<file path="src/rtl/lsu_pkg.sv">
// rtl/lsu_pkg.sv - shared funct3 codes and FSM state type for the load/store unit
package lsu_pkg;

  // load width/sign codes
  localparam logic [2:0] LB  = 3'd0;
  localparam logic [2:0] LH  = 3'd1;
  localparam logic [2:0] LW  = 3'd2;
  localparam logic [2:0] LBU = 3'd4;
  localparam logic [2:0] LHU = 3'd5;

  // store width codes
  localparam logic [2:0] SB  = 3'd0;
  localparam logic [2:0] SH  = 3'd1;
  localparam logic [2:0] SW  = 3'd2;

  typedef enum logic [2:0] {
    IDLE,
    REQ,
    WB,
    DONE,
    ERR
  } state_t;

endpackage

</file>
<file path="src/rtl/lsu_wb_if.sv">
// rtl/lsu_wb_if.sv - req/ack data-memory port between the LSU and memory
interface lsu_wb_if #(
  parameter int XLEN = 32
);
  logic            mem_req;
  logic            mem_we;
  logic [XLEN-1:0] mem_addr;
  logic [3:0]      mem_be;
  logic [XLEN-1:0] mem_wdata;
  logic            mem_ack;
  logic [XLEN-1:0] mem_rdata;

  modport master (
    output mem_req, mem_we, mem_addr, mem_be, mem_wdata,
    input  mem_ack, mem_rdata
  );

  modport slave (
    input  mem_req, mem_we, mem_addr, mem_be, mem_wdata,
    output mem_ack, mem_rdata
  );
endinterface

</file>
<file path="src/rtl/lsu_lane.sv">
// rtl/lsu_lane.sv - combinational byte-lane steering, load extract and access checks
module lsu_lane
  import lsu_pkg::*;
#(
  parameter int XLEN = 32
) (
  input  logic            is_load,
  input  logic [2:0]      funct3,
  input  logic [1:0]      off,
  input  logic [XLEN-1:0] store_data,
  input  logic [XLEN-1:0] mem_rdata,
  output logic [XLEN-1:0] load_data,
  output logic [3:0]      mem_be,
  output logic [XLEN-1:0] mem_wdata,
  output logic            misaligned,
  output logic            illegal
);

  logic [7:0]  byte_sel;
  logic [15:0] half_sel;

  assign byte_sel = mem_rdata[{off, 3'b000} +: 8];
  assign half_sel = mem_rdata[{off[1], 4'b0000} +: 16];

  // halfword needs an even address, word needs a 4-byte aligned one
  assign misaligned = ((funct3[1:0] == 2'b01) && off[0]) ||
                      ((funct3[1:0] == 2'b10) && (off != 2'b00));

  assign illegal = is_load ? ((funct3 == 3'd3) || (funct3[2:1] == 2'b11))
                           : (funct3 >= 3'd3);

  // loads extract from the returned word; stores replicate data across lanes
  always_comb begin
    load_data = '0;
    mem_be    = '0;
    mem_wdata = '0;
    if (is_load) begin
      case (funct3)
        LB:      load_data = {{(XLEN-8){byte_sel[7]}}, byte_sel};
        LBU:     load_data = {{(XLEN-8){1'b0}}, byte_sel};
        LH:      load_data = {{(XLEN-16){half_sel[15]}}, half_sel};
        LHU:     load_data = {{(XLEN-16){1'b0}}, half_sel};
        LW:      load_data = mem_rdata;
        default: load_data = '0;
      endcase
    end else begin
      case (funct3)
        SB: begin
          mem_wdata = {4{store_data[7:0]}};
          mem_be    = 4'b0001 << off;
        end
        SH: begin
          mem_wdata = {2{store_data[15:0]}};
          mem_be    = 4'b0011 << off;
        end
        SW: begin
          mem_wdata = store_data;
          mem_be    = 4'b1111;
        end
        default: begin
          mem_wdata = '0;
          mem_be    = '0;
        end
      endcase
    end
  end

endmodule

</file>
<file path="src/rtl/lsu_wb.sv">
// rtl/lsu_wb.sv - multi-cycle load/store unit driving the register-file write port
module lsu_wb
  import lsu_pkg::*;
#(
  parameter int XLEN    = 32,
  parameter int RADDR   = 5,
  parameter int TIMEOUT = 16
) (
  input  logic             clk,
  input  logic             rst_n,
  input  logic             valid,
  output logic             ready,
  input  logic             is_load,
  input  logic [2:0]       funct3,
  input  logic [XLEN-1:0]  addr,
  input  logic [XLEN-1:0]  store_data,
  input  logic [RADDR-1:0] rd,
  lsu_wb_if.master         bus,
  output logic [XLEN-1:0]  dataW,
  output logic [RADDR-1:0] rsW,
  output logic             RegWen,
  output logic             done,
  output logic             err
);

  // at least one bit so TIMEOUT=0 still elaborates
  localparam int CW = (TIMEOUT > 0) ? $clog2(TIMEOUT + 1) : 1;

  state_t           state;
  logic             is_load_q;
  logic [2:0]       funct3_q;
  logic [1:0]       off_q;
  logic [RADDR-1:0] rd_q;
  logic [CW-1:0]    cnt;
  logic [CW-1:0]    cnt_next;

  logic             lane_is_load;
  logic [2:0]       lane_funct3;
  logic [1:0]       lane_off;
  logic [XLEN-1:0]  lane_load;
  logic [3:0]       lane_be;
  logic [XLEN-1:0]  lane_wdata;
  logic             lane_misaligned;
  logic             lane_illegal;

  assign ready    = (state == IDLE);
  assign cnt_next = cnt + 1'b1;

  // while idle the lane checks the incoming op; afterwards it decodes the captured one
  assign lane_is_load = ready ? is_load    : is_load_q;
  assign lane_funct3  = ready ? funct3     : funct3_q;
  assign lane_off     = ready ? addr[1:0]  : off_q;

  lsu_lane #(.XLEN(XLEN)) u_lane (
    .is_load    (lane_is_load),
    .funct3     (lane_funct3),
    .off        (lane_off),
    .store_data (store_data),
    .mem_rdata  (bus.mem_rdata),
    .load_data  (lane_load),
    .mem_be     (lane_be),
    .mem_wdata  (lane_wdata),
    .misaligned (lane_misaligned),
    .illegal    (lane_illegal)
  );

  // FSM with all memory and write-back outputs registered
  always_ff @(posedge clk or negedge rst_n) begin
    if (!rst_n) begin
      state         <= IDLE;
      is_load_q     <= 1'b0;
      funct3_q      <= '0;
      off_q         <= '0;
      rd_q          <= '0;
      cnt           <= '0;
      bus.mem_req   <= 1'b0;
      bus.mem_we    <= 1'b0;
      bus.mem_addr  <= '0;
      bus.mem_be    <= '0;
      bus.mem_wdata <= '0;
      dataW         <= '0;
      rsW           <= '0;
      RegWen        <= 1'b0;
      done          <= 1'b0;
      err           <= 1'b0;
    end else begin
      RegWen <= 1'b0;
      done   <= 1'b0;
      err    <= 1'b0;
      case (state)
        IDLE: begin
          if (valid) begin
            is_load_q <= is_load;
            funct3_q  <= funct3;
            off_q     <= addr[1:0];
            rd_q      <= rd;
            if (lane_misaligned || lane_illegal) begin
              state <= ERR;
              err   <= 1'b1;
              done  <= 1'b1;
            end else begin
              state         <= REQ;
              cnt           <= '0;
              bus.mem_req   <= 1'b1;
              bus.mem_we    <= ~is_load;
              bus.mem_addr  <= {addr[XLEN-1:2], 2'b00};
              bus.mem_be    <= lane_be;
              bus.mem_wdata <= lane_wdata;
            end
          end
        end
        REQ: begin
          if (bus.mem_ack) begin
            bus.mem_req   <= 1'b0;
            bus.mem_we    <= 1'b0;
            bus.mem_be    <= '0;
            bus.mem_wdata <= '0;
            done          <= 1'b1;
            if (is_load_q) begin
              state  <= WB;
              RegWen <= (rd_q != '0);
              rsW    <= rd_q;
              dataW  <= lane_load;
            end else begin
              state <= DONE;
            end
          end else begin
            if (cnt != '1) cnt <= cnt_next;
            if ((TIMEOUT > 0) && (cnt_next == CW'(TIMEOUT))) begin
              state         <= ERR;
              bus.mem_req   <= 1'b0;
              bus.mem_we    <= 1'b0;
              bus.mem_be    <= '0;
              bus.mem_wdata <= '0;
              err           <= 1'b1;
              done          <= 1'b1;
            end
          end
        end
        WB, DONE, ERR: state <= IDLE;
        default:       state <= IDLE;
      endcase
    end
  end

endmodule

</file>
<file path="src/flat_wrapper.sv">
// flat-port wrapper written by rule: the top's interface ports become plain ports
module lsu_wb_flat import lsu_pkg::*;
#(
  parameter int XLEN    = 32,
  parameter int RADDR   = 5,
  parameter int TIMEOUT = 16
)
  (clk, rst_n, valid, ready, is_load, funct3, addr, store_data, rd, dataW, rsW, RegWen, done, err, bus_mem_req, bus_mem_we, bus_mem_addr, bus_mem_be, bus_mem_wdata, bus_mem_ack, bus_mem_rdata);
  lsu_wb_if #(.XLEN(XLEN)) bus_i ();
  input  logic clk;
  input  logic rst_n;
  input  logic valid;
  output logic ready;
  input  logic is_load;
  input  logic [2:0] funct3;
  input  logic [XLEN-1:0] addr;
  input  logic [XLEN-1:0] store_data;
  input  logic [RADDR-1:0] rd;
  output logic [XLEN-1:0] dataW;
  output logic [RADDR-1:0] rsW;
  output logic RegWen;
  output logic done;
  output logic err;
  output wire logic [$bits(bus_i.mem_req)-1:0] bus_mem_req;
  output wire logic [$bits(bus_i.mem_we)-1:0] bus_mem_we;
  output wire logic [$bits(bus_i.mem_addr)-1:0] bus_mem_addr;
  output wire logic [$bits(bus_i.mem_be)-1:0] bus_mem_be;
  output wire logic [$bits(bus_i.mem_wdata)-1:0] bus_mem_wdata;
  input wire logic [$bits(bus_i.mem_ack)-1:0] bus_mem_ack;
  input wire logic [$bits(bus_i.mem_rdata)-1:0] bus_mem_rdata;
  assign bus_mem_req = bus_i.mem_req;
  assign bus_mem_we = bus_i.mem_we;
  assign bus_mem_addr = bus_i.mem_addr;
  assign bus_mem_be = bus_i.mem_be;
  assign bus_mem_wdata = bus_i.mem_wdata;
  assign bus_i.mem_ack = bus_mem_ack;
  assign bus_i.mem_rdata = bus_mem_rdata;
  lsu_wb #(.XLEN(XLEN), .RADDR(RADDR), .TIMEOUT(TIMEOUT)) u_core (.clk(clk), .rst_n(rst_n), .valid(valid), .ready(ready), .is_load(is_load), .funct3(funct3), .addr(addr), .store_data(store_data), .rd(rd), .bus(bus_i), .dataW(dataW), .rsW(rsW), .RegWen(RegWen), .done(done), .err(err));
endmodule
</file>
<file path="config.mk">
export PLATFORM = sky130hd
export DESIGN_NAME = lsu_wb_flat
export DESIGN_NICKNAME = d
export VERILOG_FILES = /design/src/rtl/lsu_pkg.sv /design/src/rtl/lsu_wb_if.sv /design/src/rtl/lsu_lane.sv /design/src/rtl/lsu_wb.sv /design/src/flat_wrapper.sv
export SDC_FILE = /design/constraint.sdc
export NUM_CORES = 1
export LEC_CHECK = 0
export ABC_CLOCK_PERIOD_IN_PS = 3000
export CORE_AREA = 8 8 140 129
export CTS_CLUSTER_SIZE = 40
export DETAILED_ROUTE_END_ITERATION = 8
export DIE_AREA = 0 0 148 137
export MAX_ROUTING_LAYER = met4
export PLACE_DENSITY = 0.84
export SLEW_MARGIN = 20
export SYNTH_ARGS = -nofsm -noshare
export SYNTH_HDL_FRONTEND = slang
export SYNTH_HIERARCHICAL = 1
export SYNTH_SLANG_ARGS = --single-unit
</file>
<file path="constraint.sdc">
create_clock -name clk -period 3 [get_ports clk]
set_input_delay 0.6 -clock clk [delete_from_list [all_inputs] [get_ports clk]]
set_output_delay 0.6 -clock clk [all_outputs]
set_load 0.03 [all_outputs]
</file>
# == After elaboration in Yosys (flattened, before gate mapping) ==
# Cells that the tools add are included.
# word_totals
reg_bits,127
inputBits,109
out_inout_bits,111
word_cells,105
# op_classes
addsub,1
n_lt_le_gt_ge,1
eq_ne,16
shift,4
muxes,49
n_bitwise,2
reduce_logical,16
# op_table
cell,count
2-to-1 mux 32 bit,6
one-hot mux 32 bit (5 select lines),1
one-hot mux 32 bit (3 select lines),1
one-hot mux 32 bit (2 select lines),1
variable part select 32 x 6 -> 16 bit,1
variable part select 32 x 6 -> 8 bit,1
2-to-1 mux 4 bit,5
2-to-1 mux 5 bit,4
2-to-1 mux 1 bit,17
2-to-1 mux 3 bit,5
one-hot mux 4 bit (3 select lines),1
one-hot mux 5 bit (2 select lines),1
one-hot mux 1 bit (2 select lines),4
one-hot mux 4 bit (2 select lines),1
"equality test 3 x 1 -> 1 bit, second input constant",2
"equality test 3 x 2 -> 1 bit, second input constant",2
"equality test 3 bit, second input constant",2
logical NOT 3 bit,2
"inequality test 2 bit, second input constant",3
one-hot mux 3 bit (2 select lines),1
AND reduction 3 bit,2
"adder 5 x 1 -> 5 bit, second input constant",1
"equality test 5 bit, second input constant",1
"inequality test 5 bit, second input constant",1
16 further kinds,23

# == Logic depth before layout (Yosys ltp) ==
# Gate-level depths: netlist (run 1).
# depth
ltp_word,9
depth_mapped,14
mapped_depth_nobuf,10

# == Modules after synthesis ==
# Netlist (run 1), hierarchy kept.
# by_module_without_submodules
mod,instances,cells_per_inst,area_per_inst_um2,seq_area_each_um2
lsu_wb,1,452,5034.8,3178.0
lsu_lane,1,197,1217.4,0.0

# == Worst setup path before layout (run 1) ==
# OpenSTA, ideal clock, no wires.
# synth_path
path_type,flip-flop to flip-flop
start,register u_core.state[2]
end,register u_core.bus.mem_wdata[20]
setup_time_ps,133
arrival_time_ps,3045
t_required_ps,2867
slack_ps,-178
stages_incl_launch_ff,14
n_path_buf,4
synth_period_minus_slack_ps,3178
path_cell_list,dfrtp_1 > nor3_2 > mux2_2 > buf_4 > nor2_1 > buf_2 > o21ai_0 > o21ai_0 > nor2_1 > and2_1 > buf_2 > buf_2 > nand2_1 > o21ai_0
# synth_between
elab_chain_len,8
word_cells_on_any_way,30
cone_classes,order compare: 1; eq/ne: 10; mux: 9; reduce/logical: 10
# synth_rtl
element,line,rtl
"start, declared",lsu_wb.sv:29,state_t state;
"start signal, assigned",lsu_wb.sv:70,state <= IDLE;
"start signal, assigned",lsu_wb.sv:98,state <= ERR;
"start signal, assigned",lsu_wb.sv:102,state <= REQ;
logical NOT 3 bit *,lsu_wb.sv:46,assign ready = (state == IDLE);
net ready,flat_wrapper.sv:13,output logic ready;
2-to-1 mux 3 bit *,lsu_wb.sv:51,assign lane_funct3 = ready ? funct3 : funct3_q;
net u_core.lane_funct3[0],lsu_wb.sv:38,logic [2:0] lane_funct3;
equality test 2 x 1 -> 1 bit or equality test 2 bit (tied branches),"lsu_lane.sv:26, lsu_lane.sv:27",
"logical AND 1 bit, on equally long branches","lsu_lane.sv:26, lsu_lane.sv:27",
logical OR 1 bit *,lsu_lane.sv:26,assign misaligned = ((funct3[1:0] == 2'b01) && off[0]) ||
net u_core.lane_misaligned,lsu_wb.sv:43,logic lane_misaligned;
logical OR 1 bit *,lsu_wb.sv:97,if (lane_misaligned || lane_illegal) begin
inequality test 2 bit (no source line) *,-,
AND reduction 4 bit (no source line) *,-,
"end signal, assigned",lsu_wb.sv:108,bus.mem_wdata <= lane_wdata;
"end, declared",lsu_wb_if.sv:14,"output mem_req, mem_we, mem_addr, mem_be, mem_wdata,"
# The timed path passes the listed nets; every way through them passes the cells marked *. The select of a mux whose other input is x is not followed.
# A chain may end at the register's enable or synchronous reset.

# == Worst setup path after layout (run 1) ==
# layout_path
start,register u_core.state[2]
end,register u_core.dataW[1]
# layout_between
elab_chain_len,5
word_cells_on_any_way,15
cone_classes,eq/ne: 5; shift: 2; mux: 5; reduce/logical: 3
# layout_rtl
element,line,rtl
logical NOT 3 bit *,lsu_wb.sv:46,
2-to-1 mux 2 bit *,lsu_wb.sv:52,assign lane_off = ready ? addr[1:0] : off_q;
net u_core.lane_off[1],lsu_wb.sv:39,logic [1:0] lane_off;
variable part select 32 x 6 -> 16 bit or variable part select 32 x 6 -> 8 bit (tied branches),"lsu_lane.sv:23, lsu_lane.sv:22",
one-hot mux 32 bit (5 select lines) *,lsu_lane.sv:38,case (funct3)
2-to-1 mux 32 bit *,lsu_lane.sv:37,if (is_load) begin
net u_core.lane_load[1],lsu_wb.sv:40,logic [XLEN-1:0] lane_load;
"end signal, assigned",lsu_wb.sv:123,dataW <= lane_load;
"end, declared",lsu_wb.sv:19,"output logic [XLEN-1:0] dataW,"
# The timed path passes the listed nets; every way through them passes the cells marked *.

==> results of run 1 <==
[worst register-to-register path, delay by kind of cell (launching register included)]
| family | cells | cell delay (ns) |
|---|---|---|
| flops | 1 | 0.43 |
| compound gates | 2 | 0.95 |
| simple gates | 2 | 0.55 |
| mux | 2 | 0.58 |
| buf+inv | 1 | 0.23 |
[per-stage QoR]
step / total power, mW / hold slack, ns / cells / utilization
2_1_floorplan: 6.106 / 0.3044 / 650 / -
3_3_place_gp: 8.110 / 0.4570 / 1048 / 0.5493
3_5_place_dp: 8.213 / 0.4617 / 1048 / 0.5493
4_1_cts: 10.50 / 0.1497 / 1080 / 0.5902
5_1_grt: 11.04 / 0.1684 / 1080 / 0.5905
6_report: 10.44 / 0.1492 / 1080 / 0.5905
[layout make-up]
class	count	area share
flip-flops and latches	127	0.3418
multi-input cells	473	0.3045
repair buffers	237	0.2549
clock buffers	24	0.05289
well taps	207	0.02786
clock inverters	8	0.01642
inverters	4	0.001615
[sequential cells by signal (all words and copies together), names as in the netlist, 2 cells and up]
signal	count
u_core/bus.mem_wdata	32
u_core/funct3_q	3
u_core/bus.mem_be	4
u_core/off_q	2
u_core/rd_q	5
u_core/cnt	5
u_core/state	3
u_core/dataW	32
u_core/rsW	5
u_core/bus.mem_addr	30
[final timing paths]
kind	start	end	slack, ns
setup / recovery	u_core/state[2]$_DFFE_PN0P_	u_core/dataW[1]$_DFFE_PN0P_	0.19
hold / removal	rst_n	u_core/dataW[22]$_DFFE_PN0P_	0.15
setup reg to reg	u_core/state[2]$_DFFE_PN0P_	u_core/dataW[1]$_DFFE_PN0P_	0.19
hold reg to reg	u_core/bus.mem_addr[3]$_DFFE_PN0P_	u_core/bus.mem_addr[3]$_DFFE_PN0P_	0.47
max in group asynchronous	rst_n	u_core/bus.mem_addr[10]$_DFFE_PN0P_	2.12
min in group clk	u_core/bus.mem_addr[3]$_DFFE_PN0P_	u_core/bus.mem_addr[3]$_DFFE_PN0P_	0.47
[logic make-up (layout without fill, tap and decap cells)]
group | Yosys count | after routing
other | 1 | 2
and+or+nand+nor | 259 | 259
adders and majority gates | 2 | 2
DFF | 127 | 127
buffers and inverters | 50 | 273
AOI/OAI and AO/OA | 134 | 134
muxes | 76 | 76
[cell usage in the layout (no fill, tap or decap), types with 11 or more instances in the layout]
cell             netlist  routed
mux2_1                19      19
dfrtp_1              127     127
clkbuf_16              0      17
buf_4                  4      17
clkdlybuf4s50_1        0     216
a21oi_1               44      43
o21ai_0               44      44
a22o_1                11      11
nand2_1              205     204
nor2_1                18      18
mux2_2                52      52
[routing by layer]
metal,up-vias,track usage
met5,-,-
met4,0,0.07074
met3,33,0.05521
met2,200,0.3183
met1,2670,0.2355
li1,2645,-
[report_power, final]
part           total (mW)  internal, mW  switching, mW
logic                5.45          2.20           3.25
registers            2.77          2.38          0.387
clock network        2.22          1.48          0.742
total                10.4          6.07           4.38
==> impl_metrics.ini, run 1 <==
[clock_tree]
clk_pin_slew_ns = 0.06
cts_inserted_buffers = 17
clk_latency_ns = 0.42
post-cts-setup-buffer-count = 0
cts_buffer_depth = 2
cts.sinks = 127
cts_resized = 0
h-tree-depth = 4
clock-root-buffer = clkbuf_16
cts_hold_buffers = 0
cts_tree = built

[floorplan]
start_util = 0.3971
die_y_um = 137
die_area_sq_um = 20280
core_sq_um = 15750
die_x_um = 148
ios = 220
rows = 44

[route]
route.detailed.drc = 0
post_drt_wl_per_cell_um = 18.20
wl_met1_um = 8395
wl_um = 19660
ant_nets = 0
drt-initial-drc-count = 406
dr_total_vias = 5548
via_per_inst = 5.137
maxUsedRoutingLayer = met4
wl_met3_um = 1235
routed-wl-met2_um = 9575
first_pass_iters = 6

[worst_setup_path]
worst_ep_arrival_time_ns = 3.16
crit_path_end_kind = register
path_buf_inv = 1
start_kind = register
r2r_cells = 7
path_cells = nor3_4 > mux2_2 > buf_4 > o32ai_1 > a222oi_1 > nor2_1 > mux2_1
crit_type = register to register
crit_cells = 7
crit_family = compound AO/OA/AOI/OAI gates
slowest_delay_ns = 0.68
crit_fanout = 19
cp_slowest_cell = o32ai_1
worstPathRequired_ns = 3.35

[placed_design]
place_area_sq_um = 8648
place.detailed.hpwl_um = 14170
dpl_worst_slack_ns = 0.1367
gp_congestion = 0.8835
port_buffers = 217

[global_route]
first_global_vias = 5741
grt_max_degree = 71
grt_first_pass_wirelength_um = 30930
grt_overflow = 0
track_usage = 0.1981
antenna_found_initial = 0

[logic_synthesis]
ys_warn_count = 6
synth_top_area_frac = 0.5083
syn-cell-area_sq_um = 6252
yosys.area.top_type = dfrtp_1
netlist_top_cells_count = nand2_1 (205), dfrtp_1 (127), mux2_2 (52), a21oi_1 (44), o21ai_0 (44)
synth_adder_area_share = 0.004002
syn_inst = 649
synth_ff_type = dfrtp_1
synth.most_common_cell = nand2_1
yosys-top-cells-area = dfrtp_1 (51%), nand2_1 (12%), mux2_2 (9.4%)
synth_xor_area_frac = 0
synth_top_family_by_area = simple AND/OR/NAND/NOR gates
ys_types = 56
ys_ff_latch = 127
post_synth_and_or_nand_nor_area_fraction = 0.1747
synth_seq_area_share = 0.5083
async_flop_share = 1.000
avgSynthCellArea_sq_um = 9.634
synth-edff-count = 0
synthMuxAreaShare = 0.1379
synth_compound_area_frac = 0.1321

[sta]
tightest_slew_ns = 0.7629
fin_crit_sh = 0.9373
fin_skew_ns = 0.009374
clock.fmax_mhz = 355.6
setup_slack_ns = 0.1880
finalHoldViolCount = 0
report.final.slew_viol_count = 0
setup_tns_ns = 0
rsz0062_at_grt = no
finalSetupViolations = 0
relSlewSlack = 0.4886
period_needed_ns = 2.812

[finish]
drive_above_1_share = 0.1329
finish.instance_area_sq_um = 9298
n_fill_cell = 1337
register_area_sq_um = 3178
diodes = 0
multiInputGateArea_sq_um = 2831
layout.nets = 971
areaGrowthSynthToFinish_pct = 48.71

[min_path]
worstHoldPathType = primary input to async pin

[status]
outcome = completed

[power]
powerDensity_nw_per_um2 = 1123
p_leak_nw = 4.039
ir_drop_uv = 637.9

[flow_run]
drv_cap = 0
Power figures use the tool's default switching activity.
==> run 2, diff against run 1 <==
--- a/config.mk
+++ b/config.mk
@@ -5,13 +5,15 @@
 export SDC_FILE = /design/constraint.sdc
 export NUM_CORES = 1
 export LEC_CHECK = 0
-export ABC_CLOCK_PERIOD_IN_PS = 3000
+export ABC_CLOCK_PERIOD_IN_PS = 2500
 export CORE_AREA = 8 8 140 129
 export CTS_CLUSTER_SIZE = 40
 export DETAILED_ROUTE_END_ITERATION = 8
 export DIE_AREA = 0 0 148 137
+export GPL_TIMING_DRIVEN = 0
 export MAX_ROUTING_LAYER = met4
 export PLACE_DENSITY = 0.84
+export SETUP_SLACK_MARGIN = 0.02
 export SLEW_MARGIN = 20
 export SYNTH_ARGS = -nofsm -noshare
 export SYNTH_HDL_FRONTEND = slang
==> constraint.sdc (replaced) <==
create_clock -name clk -period 2.5 [get_ports clk]
set_input_delay 0.5 -clock clk [delete_from_list [all_inputs] [get_ports clk]]
set_output_delay 0.5 -clock clk [all_outputs]
set_load 0.03 [all_outputs]
==> run 2 against run 1 <==
Compared with the run above:
- the flow now finishes with violations (setup timing)
- sequential cell count unchanged
- core utilization grew 8.8 points
- global-route usage is 1.4 points higher
- sequential power grew 22%
- maximum frequency is 8.0% higher
- highest routed layer unchanged
- routed wire length increased by 17%
- register-to-register slack worse by 0.29 ns
- die area unchanged
==> impl_metrics.ini, run 2 (synthesis gave the netlist of run 1 again) <==
[status]
outcome = finished with violations
violations = setup timing

[worst_setup_path]
slowest_delay_ns = 0.48
worstPathRequired_ns = 2.80
crit_family = multiplexers
crit_fanout = 7
r2r_setup_slack_ns = -0.10
crit_path_end_kind = register
r2r_cells = 10
cp_slowest_cell = mux4_2
path_buf_inv = 3
crit_cells = 10
worst_ep_arrival_time_ns = 2.91
start_kind = register
path_cells = nor3_4 > buf_6 > buf_6 > mux2_4 > mux4_2 > nand2_4 > o41a_4 > buf_8 > a21oi_2 > mux2_4
crit_type = register to register

[finish]
drive_above_1_share = 0.3291
diodes = 0
n_fill_cell = 1148
layout_common_cells = clkdlybuf4s50_1 (215), nand2_1 (151), dfrtp_1 (126)
largestRegisters = u_core/bus.mem_wdata (32), u_core/dataW (32), u_core/bus.mem_addr (30)
finish.instance_area_sq_um = 10690
final_core_util = 0.6788
layout.nets = 1043
final_common_cell = clkdlybuf4s50_1
areaGrowthSynthToFinish_pct = 70.94

[global_route]
track_usage = 0.2117
grt_overflow = 0
grt_first_pass_wirelength_um = 32520
first_global_vias = 5962
grt_max_degree = 86
antenna_found_initial = 0

[clock_tree]
clock-root-buffer = clkbuf_16
cts_tree = built
cts_inserted_buffers = 17
clk_latency_ns = 0.42
h-tree-depth = 4
cts_buffer_depth = 2
clk_pin_slew_ns = 0.06
cts.sinks = 127

[sta]
period_needed_ns = 2.603
tightest_slew_ns = 0.7088
report.final.slew_viol_count = 0
finalHoldViolCount = 0
fin_crit_sh = 1.041
rsz0062_at_grt = yes
setup_tns_ns = -2.381
setup_slack_ns = -0.1034
finalSetupViolations = 76
relSlewSlack = 0.5249
fin_skew_ns = 0.007968
clock.fmax_mhz = 384.1

[power]
ir_drop_uv = 905.5
powerDensity_nw_per_um2 = 1384
p_leak_nw = 4.669

[route]
route.detailed.drc = 0
wl_um = 22990
ant_nets = 0
drt-initial-drc-count = 583
via_per_inst = 5.267
dr_total_vias = 6068
post_drt_wl_per_cell_um = 19.96
first_pass_iters = 7

[min_path]
worstHoldPathType = register to register
min_path_cells = 2

[floorplan]
start_util = 0.3971
die_area_sq_um = 20280
ios = 220
die_y_um = 137
rows = 44
die_x_um = 148
core_sq_um = 15750

[placed_design]
place_area_sq_um = 8879
gp_congestion = 0.9269
port_buffers = 217
place.detailed.hpwl_um = 15390

[flow_run]
drv_cap = 0
==> run 2: final cells by class <==
type / instances / area (sq um) / area share
flip-flops and latches: 127 / 3179 / 0.2975
clock buffers: 19 / 442.9 / 0.04144
clock inverters: 13 / 162.7 / 0.01522
multi-input cells: 475 / 3518 / 0.3292
inverters: 4 / 17.52 / 0.001639
repair buffers: 264 / 2670 / 0.2498
well taps: 207 / 259.0 / 0.02423
plain buffers: 43 / 437.9 / 0.04097
==> run 2: what timing repair did <==
action | CTS | global route
cloned | 6 | 4
hold endpoints to repair | 42 | 0
pin swaps | 14 | 52
gates resized for setup | 69 | 200
endpoints found under the setup margin | 107 | 112
setup buffers | 21 | 17
hold buffers | 1 | 0
==> run 2: layer usage <==
layer  part of all wire  wire (um)  GRT usage  up-vias
li1                   -          -          -     2801
met5                  0          0          -        -
met2               0.50      11460     0.3330      262
met4              0.027        621    0.07244        0
met1               0.41       9528     0.2629     2957
met3              0.060       1378    0.05223       48
==> run 2: power breakdown <==
group	total, mW	switching (mW)	internal, mW
Combinational	8.88	4.90	3.98
Sequential	3.38	0.516	2.86
Clock	2.54	0.942	1.60
==> run 2: path summary, 6_finish.rpt <==
kind | startpoint | to
worst max-delay path | u_core/state[0]$_DFFE_PN0P_ | u_core/dataW[23]$_DFFE_PN0P_
worst min-delay path | u_core/bus.mem_addr[19]$_DFFE_PN0P_ | u_core/bus.mem_addr[19]$_DFFE_PN0P_
max in group asynchronous | rst_n | u_core/state[0]$_DFFE_PN0P_
worst min register to register | u_core/bus.mem_addr[19]$_DFFE_PN0P_ | u_core/bus.mem_addr[19]$_DFFE_PN0P_
min in group asynchronous | rst_n | u_core/dataW[27]$_DFFE_PN0P_
worst max register to register | u_core/state[0]$_DFFE_PN0P_ | u_core/dataW[23]$_DFFE_PN0P_
==> run 2: per-stage QoR <==
step | instances | total power, mW | worst slack (ns) | hold slack [ns]
finish | 1152 | 14.79 | -0.1034 | 0.4713
global route | 1152 | 15.52 | -0.1846 | 0.4959
CTS | 1133 | 13.53 | -0.03230 | 0.4764
detailed placement | 1075 | 10.15 | -0.4045 | 0.4161
global placement | 1074 | 10.02 | -4.169 | 0.4572
floorplan | 650 | 7.600 | -0.1545 | 0.2044
==> run 2: worst register-to-register path, stage by stage (launching register included) <==
cell and delay [ns]:
dfrtp_2 0.43, nor3_4 0.18, buf_6 0.14, buf_6 0.10, mux2_4 0.32, mux4_2 0.48
nand2_4 0.09, o41a_4 0.24, buf_8 0.16, a21oi_2 0.07, mux2_4 0.27
